[src/rtl/lcd_write_arbiter.sv]
// Round-robin arbiter sharing one LCD byte writer between two producers,
// with per-port lock for contiguous multi-byte bursts and a transfer timeout.
module lcd_write_arbiter #(
  parameter int unsigned TIMEOUT_CYCLES = 4096,
  parameter int unsigned CNT_W          = 13
) (
  input  logic             clk_1MHz,
  input  logic             rst,
  input  logic [1:0]       req,
  input  logic [1:0]       lock,
  input  logic [7:0]       data0,
  input  logic [7:0]       data1,
  input  logic [1:0]       cmd_data_in,
  output logic [1:0]       grant,
  output logic [1:0]       ack,
  output logic             ena_write,
  output logic [7:0]       data,
  output logic             cmd_data,
  input  logic             done_write,
  output logic             busy,
  output logic             timeout_err
);

  localparam int unsigned NPORT  = 2;
  localparam int unsigned BYTE_W = 8;
  localparam logic [CNT_W-1:0] CNT_LAST = CNT_W'(TIMEOUT_CYCLES - 1);

  typedef enum logic [1:0] {
    IDLE  = 2'd0,
    ISSUE = 2'd1,
    GAP   = 2'd2,
    HOLD  = 2'd3
  } state_t;

  state_t             state, state_d;
  logic               owner, owner_d;
  logic               last, last_d;
  logic               abort_q, abort_d;
  logic [CNT_W-1:0]   cnt, cnt_d;
  logic [NPORT-1:0]   grant_d;
  logic [NPORT-1:0]   ack_d;
  logic               ena_d;
  logic [BYTE_W-1:0]  data_d;
  logic               cmd_d;
  logic               terr_d;
  logic               busy_d;
  logic               load;
  logic               load_port;
  logic               win;

  // Next-state and next-output computation for all registered outputs
  always_comb begin
    state_d   = state;
    owner_d   = owner;
    last_d    = last;
    abort_d   = abort_q;
    cnt_d     = cnt;
    grant_d   = grant;
    ack_d     = '0;
    ena_d     = ena_write;
    data_d    = data;
    cmd_d     = cmd_data;
    terr_d    = 1'b0;
    load      = 1'b0;
    load_port = owner;
    win       = 1'b0;

    case (state)
      IDLE: begin
        if (req != '0) begin
          // Contention goes to the port that did not own the writer last
          win       = (req == 2'b11) ? ~last : req[1];
          load      = 1'b1;
          load_port = win;
          owner_d   = win;
          last_d    = win;
          state_d   = ISSUE;
        end
      end
      ISSUE: begin
        if (done_write) begin
          ena_d      = 1'b0;
          ack_d      = NPORT'(2'b01) << owner;
          state_d    = GAP;
        end else if (cnt == CNT_LAST) begin
          ena_d   = 1'b0;
          terr_d  = 1'b1;
          abort_d = 1'b1;
          state_d = GAP;
        end else begin
          cnt_d = cnt + CNT_W'(1);
        end
      end
      GAP: begin
        abort_d = 1'b0;
        if (!abort_q && lock[owner]) begin
          if (req[owner]) begin
            load      = 1'b1;
            load_port = owner;
            state_d   = ISSUE;
          end else begin
            state_d = HOLD;
          end
        end else begin
          grant_d = '0;
          state_d = IDLE;
        end
      end
      HOLD: begin
        if (req[owner]) begin
          load      = 1'b1;
          load_port = owner;
          state_d   = ISSUE;
        end else if (!lock[owner]) begin
          grant_d = '0;
          state_d = IDLE;
        end
      end
      default: state_d = IDLE;
    endcase

    // Capture the selected port's byte and start a write
    if (load) begin
      grant_d = NPORT'(2'b01) << load_port;
      data_d  = load_port ? data1 : data0;
      cmd_d   = cmd_data_in[load_port];
      cnt_d   = '0;
      ena_d   = 1'b1;
    end

    busy_d = (state_d != IDLE);
  end

  // State and output registers with synchronous reset
  always_ff @(posedge clk_1MHz) begin
    if (rst) begin
      state       <= IDLE;
      owner       <= 1'b0;
      last        <= 1'b1;
      abort_q     <= 1'b0;
      cnt         <= '0;
      grant       <= '0;
      ack         <= '0;
      ena_write   <= 1'b0;
      data        <= '0;
      cmd_data    <= 1'b0;
      busy        <= 1'b0;
      timeout_err <= 1'b0;
    end else begin
      state       <= state_d;
      owner       <= owner_d;
      last        <= last_d;
      abort_q     <= abort_d;
      cnt         <= cnt_d;
      grant       <= grant_d;
      ack         <= ack_d;
      ena_write   <= ena_d;
      data        <= data_d;
      cmd_data    <= cmd_d;
      busy        <= busy_d;
      timeout_err <= terr_d;
    end
  end

endmodule

[config.mk]
export PLATFORM = sky130hd
export DESIGN_NAME = lcd_write_arbiter
export DESIGN_NICKNAME = d
export VERILOG_FILES = /design/src/rtl/lcd_write_arbiter.sv
export SDC_FILE = /design/constraint.sdc
export NUM_CORES = 1
export LEC_CHECK = 0
export ABC_AREA = 1
export ABC_CLOCK_PERIOD_IN_PS = 5000
export CAP_MARGIN = 20
export CORE_MARGIN = 2
export CORE_UTILIZATION = 25
export DETAILED_ROUTE_END_ITERATION = 16
export PLACE_DENSITY = 0.43
export RECOVER_POWER = 100
export SETUP_SLACK_MARGIN = 0.02
export SLEW_MARGIN = 5
export SYNTH_ARGS = -nofsm -noshare
export SYNTH_HDL_FRONTEND = slang
export SYNTH_SLANG_ARGS = --single-unit
[constraint.sdc]
create_clock -name clk_1MHz -period 5 [get_ports clk_1MHz]
set_clock_uncertainty 0.15 [all_clocks]
set_input_delay 1 -clock clk_1MHz [delete_from_list [all_inputs] [get_ports clk_1MHz]]
set_output_delay 1 -clock clk_1MHz [all_outputs]
set_load 0.01 [all_outputs]
==> results.toml, run 1 <==
[yosys]
synth-simple-area-share_pct = 44.18
syn_nets = 293
synthArstFlopShare_pct = 0
synth.avg_cell_area_sq_um = 7.001
postSynthCellCount = 267
yosysWarnings = 0
synth_seq_cells = 34
synth_compound_area_share_pct = 9.839
synth.top_cell.area_share_pct = 36.41
synth.top_cells.by_area = "dfxtp_1, nand2_1, nand3_1, a21oi_2, inv_1"
synth_commonest_cells = "nand2_1, dfxtp_1, nand3_1"
synth_top_family_by_area = "simple AND/OR/NAND/NOR gates"
yosys.area.top_type = "dfxtp_1"
synth-seq-area-share_pct = 36.41
synth_xor_area_share_pct = 1.406
synth_area_sq_um = 1869
synth-edff-count = 0
yosysMostFrequentCell = "nand2_1"
synthDistinctLibCells = 28
synthMuxAreaShare_pct = 0
synth-adder-area-share_pct = 0.6693
ys.flop_type = "dfxtp_1"

[critical_path]
start_kind = "primary input"
cp.depth = 4
crit_type = "primary input to flop"
path_cells = "dlygate4sd3_1, clkinv_1, nand2_1, a21oi_1"
cpPeakStageDelay_ns = 0.86
rrSetupSlack_ns = 2.78
crit_path_max_fanout = 13
r2r_end = "busy"
path_buf_inv = 2
critPathTopFamily = "buffers and inverters"
crit_start = "rst"
required_ns = 4.99
rr_startpoint = "cnt[0]"
cp.arrival_ns = 2.98
r2r_cells = 8
endpoint_kind = "flop"
endpoint = "cnt[1]"
slowest_stage = "dlygate4sd3_1"

[cells_and_area]
layout.cells.non_filler = 408
nets = 334
nFillCells = 794
utilization_pct = 33.03
area_growth_pct = 28.18
antennaDiodeCount = 0
drive_gt1_share_pct = 10.68

[timing]
fin_crit_sh_pct = 59.86
finalSetupViolCount = 0
fin_ws_ns = 2.007
finalHoldViolCount = 0
max_freq_mhz = 334.1
post-route-min-period_ns = 2.993
setup_tns_ns = 0
drv_slew = 0
rsz0062_at_grt = "no"
tightestPinTransition_ns = 0.6931
maxSlewHeadroom_pct = 53.68

[routing]
via_per_inst = 4.252
route.detailed.drc = 0
firstDrtPassIters = 6
vias = 1735
wl_per_cell_um = 11.57
ant_nets = 0
drt-initial-drc-count = 52
wirelength_um = 4719

[die]
die_w_um = 90.47
core_sq_um = 7253
start_util_pct = 25.77
die_area_sq_um = 8185
rows = 31
die_h_um = 90.47
ios = 41

[clock_network]
cts_resized = 0
hold_buffers = 0
cts_setup_buffers = 0
clk_pin_slew_ns = 0.08
root_buffer = "clkbuf_8"
cts_tree = "built"
numCtsBuffers = 5
cts.sinks = 34
insertion_delay_ns = 0.29
cts.path.max_buffers = 2
h-tree-depth = 2

[global_route]
grt_pass1_wl_um = 7941
track_usage_pct = 11.78
grt_max_degree = 14
grt_pass1_vias = 1672
overflow = 0
antenna_found_initial = 0

[placed_design]
dp_hpwl_um = 3414
place.gp.congestion = 0.7873
dp.cells = 400
port_buffers = 40
preCtsSetupSlack_ns = 2.004

[flow_run]
drv_cap = 0

[pwr]
powerDensity_nw_per_um2 = 273.3
vdd_drop_max_mv = 0.1582
power_leakage_nw = 0.9847

[status]
outcome = "completed"

[worst_hold_path]
hold_path_class = "flop to flop"
routing by layer:
layer,track usage [%],up-vias,wire length [um]
met5,0,-,0
li1,-,932,-
met2,19.47,34,2163
met3,4.007,4,264
met1,14.49,765,2252
met4,3.462,0,38
kinds of logic after synthesis:
kind of cell | after synthesis
flops | 34
xor+xnor | 3
buf+inv | 29
simple gates | 173
compound gates | 27
fa+ha+maj | 1
layout by cell type (no fill, tap or decap):
cell type	count
nand3_1	28
nor2_8	1
inv_1	19
nand2_1	106
o21ai_0	3
nor2_1	18
xor2_1	2
inv_2	3
xnor2_1	1
nand3b_1	5
nor3_1	1
nand2_2	4
clkbuf_8	6
o21ai_2	1
nand3_2	2
dfxtp_1	34
a21oi_1	14
dlygate4sd3_1	19
nor2_4	3
nand4_4	1
clkinvlp_4	1
clkinv_1	1
clkinv_2	1
clkdlybuf4s50_1	21
ha_1	1
nand4_1	3
a21oi_2	9
nand2_4	1
layout make-up:
class | count | area [sq um] | area share, %
Tap cell | 99 | 123.9 | 5.170
Clock buffer | 6 | 82.58 | 3.446
Multi-Input combinational cell | 204 | 1010 | 42.14
Inverter | 23 | 86.33 | 3.603
Sequential cell | 34 | 680.7 | 28.41
Clock inverter | 2 | 12.51 | 0.5222
Timing Repair Buffer | 40 | 400.4 | 16.71
registers in the layout, indices dropped and copies added (netlist names):
| register | cells |
|---|---|
| abort_q | 1 |
| grant | 2 |
| ena_write | 1 |
| state | 2 |
| timeout_err | 1 |
| ack | 2 |
| busy | 1 |
| cmd_data | 1 |
| last | 1 |
| owner | 1 |
| data | 8 |
| cnt | 13 |
worst min-delay path by stage:
stage / slack [ns] / depth (start not counted) / end / from
after CTS: 0.30 / 2 / abort_q / abort_q
after detailed placement: 0.29 / 2 / abort_q / abort_q
after global placement: 0.29 / 2 / abort_q / abort_q
after global routing: 0.31 / 2 / abort_q / abort_q
final: 0.30 / 2 / abort_q / abort_q
after floorplan: 0.28 / 2 / abort_q / abort_q
tightest hold or removal path: cells and delay by family, from the launching register on:
| kind | cells | cell delay [ns] |
|---|---|---|
| DFF | 1 | 0.31 |
| AOI/OAI and AO/OA | 1 | 0.06 |
| buffers and inverters | 1 | 0.05 |
power breakdown:
group	leakage, nW	switching, mW	total [mW]	internal, mW
clock network	0.0472	0.108	0.219	0.111
registers	0.277	0.0113	0.299	0.288
logic	0.660	0.0772	0.136	0.0593
metrics by stage:
step	hold slack (ns)	total power, mW	instance area (sq um)
3_3_place_gp	0.2872	0.4569	2340
6_report	0.3030	0.6549	2396
4_1_cts	0.3040	0.6787	2435
5_1_grt	0.3113	0.6936	2396
3_5_place_dp	0.2929	0.4553	2340
2_1_floorplan	0.2757	0.3948	1869
(Power assumes the default switching activity.)
==> run 2, diff against run 1 <==
ABC_CLOCK_PERIOD_IN_PS = 3100   (was 5000)
clock period = 3.1 ns   (was 5 ns; I/O delays follow)
==> run 2 against run 1 <==
Clock power up 61%. Non-clock buffer count up 1. Routed wire length decreased by 0.93%. Global-route usage up 0.51 points. Hold slack worse by 0.0020 ns. Via count rose by 0.46%. Critical path type unchanged. Largest power group unchanged.
==> results.toml, run 2 (synthesis gave the netlist of run 1 again) <==
[cells_and_area]
drive_gt1_share_pct = 9.677
antennaDiodeCount = 0
layout.cells.non_filler = 409
reg.largest.list = "cnt x13, data x8"
area_growth_pct = 27.91
final_cell_mix = "nand2_1, dfxtp_1, nand3_1, clkdlybuf4s50_1, inv_1"
final_common_cell = "nand2_1"
nFillCells = 795
final_area_sq_um = 2391
largest_register_ffs = 13
nets = 335
largest_register = "cnt"

[critical_path]
cp.depth = 8
slowest_stage = "dlygate4sd3_1"
start_kind = "primary input"
crit_path_max_fanout = 13
cp_common_cell = "nand2_1"
path_buf_inv = 2
cpPeakStageDelay_ns = 0.58
required_ns = 3.16
crit_type = "primary input to flop"
path_cells = "dlygate4sd3_1, inv_1, nand2_1, nand2_1, nand2_1, nor2_8, nand2_1, a21oi_1"
critPathTopFamily = "simple AND/OR/NAND/NOR gates"
endpoint_kind = "flop"
r2r_cells = 8
cp.arrival_ns = 2.48

[global_route]
grt_pass1_vias = 1683
track_usage_pct = 12.29
grt_max_degree = 14
overflow = 0
grt_pass1_wl_um = 8086
antenna_found_initial = 0

[placed_design]
place.gp.congestion = 0.7710
dp_hpwl_um = 3494
dp.cells = 401
port_buffers = 40
place_area_sq_um = 2347

[pwr]
powerDensity_nw_per_um2 = 440.3
power_leakage_nw = 0.9900
vdd_drop_max_mv = 0.1997
power_mw = 1.053

[clock_network]
insertion_delay_ns = 0.29
cts_resized = 0
cts_setup_buffers = 0
cts_tree = "built"
cts.sinks = 34
clk_pin_slew_ns = 0.07
h-tree-depth = 2
numCtsBuffers = 5
root_buffer = "clkbuf_8"
hold_buffers = 0
cts.path.max_buffers = 2

[routing]
via_per_inst = 4.262
drt-initial-drc-count = 63
ant_nets = 0
route.detailed.drc = 0
wirelength_um = 4675
wl_per_cell_um = 11.43
vias = 1743
firstDrtPassIters = 6

[die]
start_util_pct = 25.77
rows = 31
die_w_um = 90.47
ios = 41
core_sq_um = 7253
die_h_um = 90.47
die_area_sq_um = 8185

[timing]
maxSlewHeadroom_pct = 56.47
fin_crit_sh_pct = 77.98
finalHoldViolCount = 0
holdWs_ns = 0.3010
finalSetupViolCount = 0
post-route-min-period_ns = 2.417
rsz0062_at_grt = "no"
setup_tns_ns = 0
tightestPinTransition_ns = 0.6513
max_freq_mhz = 413.7
drv_slew = 0

[status]
outcome = "completed"

[flow_run]
drv_cap = 0

[worst_hold_path]
hold_path_class = "flop to flop"
min_path_cells = 2
-- run 2: per-layer routing --
| layer | part of all wire (%) | vias to the layer above | track usage, % |
|---|---|---|---|
| li1 | - | 935 | - |
| met4 | 1.7 | 0 | 4.615 |
| met1 | 50 | 761 | 16.75 |
| met5 | 0 | - | 0 |
| met2 | 43 | 39 | 18.35 |
| met3 | 5.4 | 8 | 3.506 |
-- run 2: per-stage QoR --
| stage | worst slack, ns | utilization (%) |
|---|---|---|
| after floorplan | 1.449 | - |
| after global placement | 0.7633 | 32.36 |
| after detailed placement | 0.7005 | 32.36 |
| after CTS | 1.020 | 33.62 |
| after global routing | 0.4406 | 32.97 |
| final | 0.6826 | 32.97 |
-- run 2: final timing paths --
check | start | to | slack (ns)
setup reg to reg | cnt[0] | busy | 0.70
hold / removal | abort_q | abort_q | 0.30
hold reg to reg | abort_q | abort_q | 0.30
setup / recovery | req[1] | cnt[4] | 0.68
-- run 2: worst min-delay path, cell delays in order, from the launching register on --
cell and delay [ns]:
dfxtp_1 0.31, inv_1 0.05, a21oi_1 0.05
-- run 2: final cells by class --
type | instances | area (sq um) | area share [%]
multi-input combinational | 204 | 1001 | 41.86
sequential | 34 | 680.7 | 28.47
tap | 99 | 123.9 | 5.181
clock buffer | 7 | 86.33 | 3.611
clock inverter | 1 | 5.005 | 0.2093
inverter | 23 | 86.33 | 3.611
timing repair buffer | 41 | 407.9 | 17.06
-- run 2: power by group --
| part | internal, mW | switching [mW] | total (mW) | leakage, nW |
|---|---|---|---|---|
| Clock | 0.179 | 0.172 | 0.352 | 0.0482 |
| Sequential | 0.465 | 0.0174 | 0.482 | 0.277 |
| Combinational | 0.0958 | 0.123 | 0.219 | 0.664 |
==> run 3, diff against run 2 <==
ABC_CLOCK_PERIOD_IN_PS = 2150   (was 3100)
PLACE_DENSITY = 0.45   (was 0.43)
clock period = 2.15 ns   (was 3.1 ns; I/O delays follow)
==> run 3 against run 2 <==
Die area unchanged. Sequential share of layout area down 1.1 points. Clock-buffer cell count down 1. Via count up 1.2%. Hold slack worse by 0.0028 ns. Design area up 3.9%. Combinational power up 58%. Highest routed layer is now met3. Final cell count up 1.5%. Sequential cell count unchanged.
==> results.toml, run 3 (synthesis gave the netlist of run 1 again) <==
[timing]
drv_slew = 0
setup_tns_ns = 0
post-route-min-period_ns = 1.900
tightestPinTransition_ns = 0.4077
fin_crit_sh_pct = 88.37
finalSetupViolCount = 0
max_freq_mhz = 526.3
maxSlewHeadroom_pct = 72.76
rsz0062_at_grt = "no"
finalHoldViolCount = 0

[critical_path]
endpoint_kind = "flop"
crit_path_max_fanout = 12
r2r_cells = 8
cp.arrival_ns = 1.96
crit_type = "primary input to flop"
required_ns = 2.21
start_kind = "primary input"

[cells_and_area]
drive_gt1_share_pct = 12.03
final_common_cell = "nand2_1"
nets = 342
reg.largest.list = "cnt x13, data x8"
area_growth_pct = 32.93
final_area_sq_um = 2485
nFillCells = 797
largest_register = "cnt"
final_cell_mix = "nand2_1, dfxtp_1, nand3_1, clkdlybuf4s50_1, inv_1"
largest_register_ffs = 13
antennaDiodeCount = 0

[clock_network]
hold_buffers = 0
insertion_delay_ns = 0.28
cts.path.max_buffers = 2
numCtsBuffers = 5
h-tree-depth = 2
cts.sinks = 34
root_buffer = "clkbuf_8"
clk_pin_slew_ns = 0.07
cts_setup_buffers = 0
cts_tree = "built"
cts_resized = 0

[placed_design]
port_buffers = 40
place.gp.congestion = 0.7989
place_area_sq_um = 2412
dp_hpwl_um = 3414

[flow_run]
drv_cap = 0

[routing]
route.detailed.drc = 0
wl_per_cell_um = 10.60
drt-initial-drc-count = 47
vias = 1764
wirelength_um = 4399
via_per_inst = 4.251
ant_nets = 0
firstDrtPassIters = 4

[global_route]
grt_pass1_vias = 1698
track_usage_pct = 11.16
grt_pass1_wl_um = 7679
antenna_found_initial = 0
overflow = 0
grt_max_degree = 14

[pwr]
swShare_pct = 26.97
internal_power_mw = 1.200
power_leakage_nw = 1.042
powerDensity_nw_per_um2 = 661.4
p_clk_share_pct = 36.9
pwr-share-seq_pct = 42.1
p_comb_share_pct = 21.0
vdd_drop_max_mv = 0.2298
p_sw_uw = 443.2

[die]
ios = 41
start_util_pct = 25.77
rows = 31
die_w_um = 90.47
die_h_um = 90.47
core_sq_um = 7253
die_area_sq_um = 8185

[status]
outcome = "completed"

[worst_hold_path]
hold_path_class = "flop to flop"
min_path_cells = 2
[run 3: layout make-up]
| cell class | count | area (sq um) | share of cell area (%) |
|---|---|---|---|
| inverters | 23 | 86.33 | 3.474 |
| clock buffers | 6 | 82.58 | 3.323 |
| well taps | 99 | 123.9 | 4.985 |
| clock inverters | 1 | 30.03 | 1.208 |
| repair buffers | 48 | 469.2 | 18.88 |
| flip-flops and latches | 34 | 680.7 | 27.39 |
| multi-input cells | 204 | 1012 | 40.74 |
[run 3: final timing paths]
path,from,end,slack [ns]
worst max-delay path,req[1],grant[1],0.25
worst min-delay path,abort_q,abort_q,0.30
worst min register to register,abort_q,abort_q,0.30
worst max register to register,cnt[1],busy,0.30
[run 3: routing by layer]
| layer | wire, um | GRT usage, % | up-vias | share of wire, % |
|---|---|---|---|---|
| met5 | 0 | 0 | - | 0 |
| met4 | 0 | 2.051 | 0 | 0 |
| met3 | 276 | 3.422 | 0 | 6.3 |
| met2 | 1982 | 18.91 | 43 | 45 |
| met1 | 2140 | 14.05 | 772 | 49 |
| li1 | - | - | 949 | - |
[run 3: power groups by stage]
stage	sequential, mW	combinational (mW)	clock [mW]
finish	0.692	0.346	0.606
global route	0.696	0.389	0.658
CTS	0.694	0.372	0.631
detailed placement	0.708	0.369	0
global placement	0.709	0.372	0
floorplan	0.721	0.197	0
[run 3: worst max-delay path, cell delays in order]
cell and delay [ns]:
clkdlybuf4s50_1 0.51, inv_1 0.05, nand2_1 0.06, nand2_1 0.14, nand2_4 0.15, inv_1 0.06, nand2_1 0.31, nand2_1 0.09
a21oi_1 0.16
[run 3: per-stage QoR]
stage / total power, mW / setup WS, ns / hold slack, ns / std cells / utilization, %
2_1_floorplan: 0.9182 / 0.4990 / 0.2757 / 267 / -
3_3_place_gp: 1.081 / 0.1160 / 0.2859 / 408 / 33.26
3_5_place_dp: 1.078 / 0.07421 / 0.2899 / 408 / 33.26
4_1_cts: 1.697 / 0.3636 / 0.3012 / 415 / 34.81
5_1_grt: 1.744 / 0.1116 / 0.3332 / 415 / 34.26
6_report: 1.644 / 0.2500 / 0.2981 / 415 / 34.26
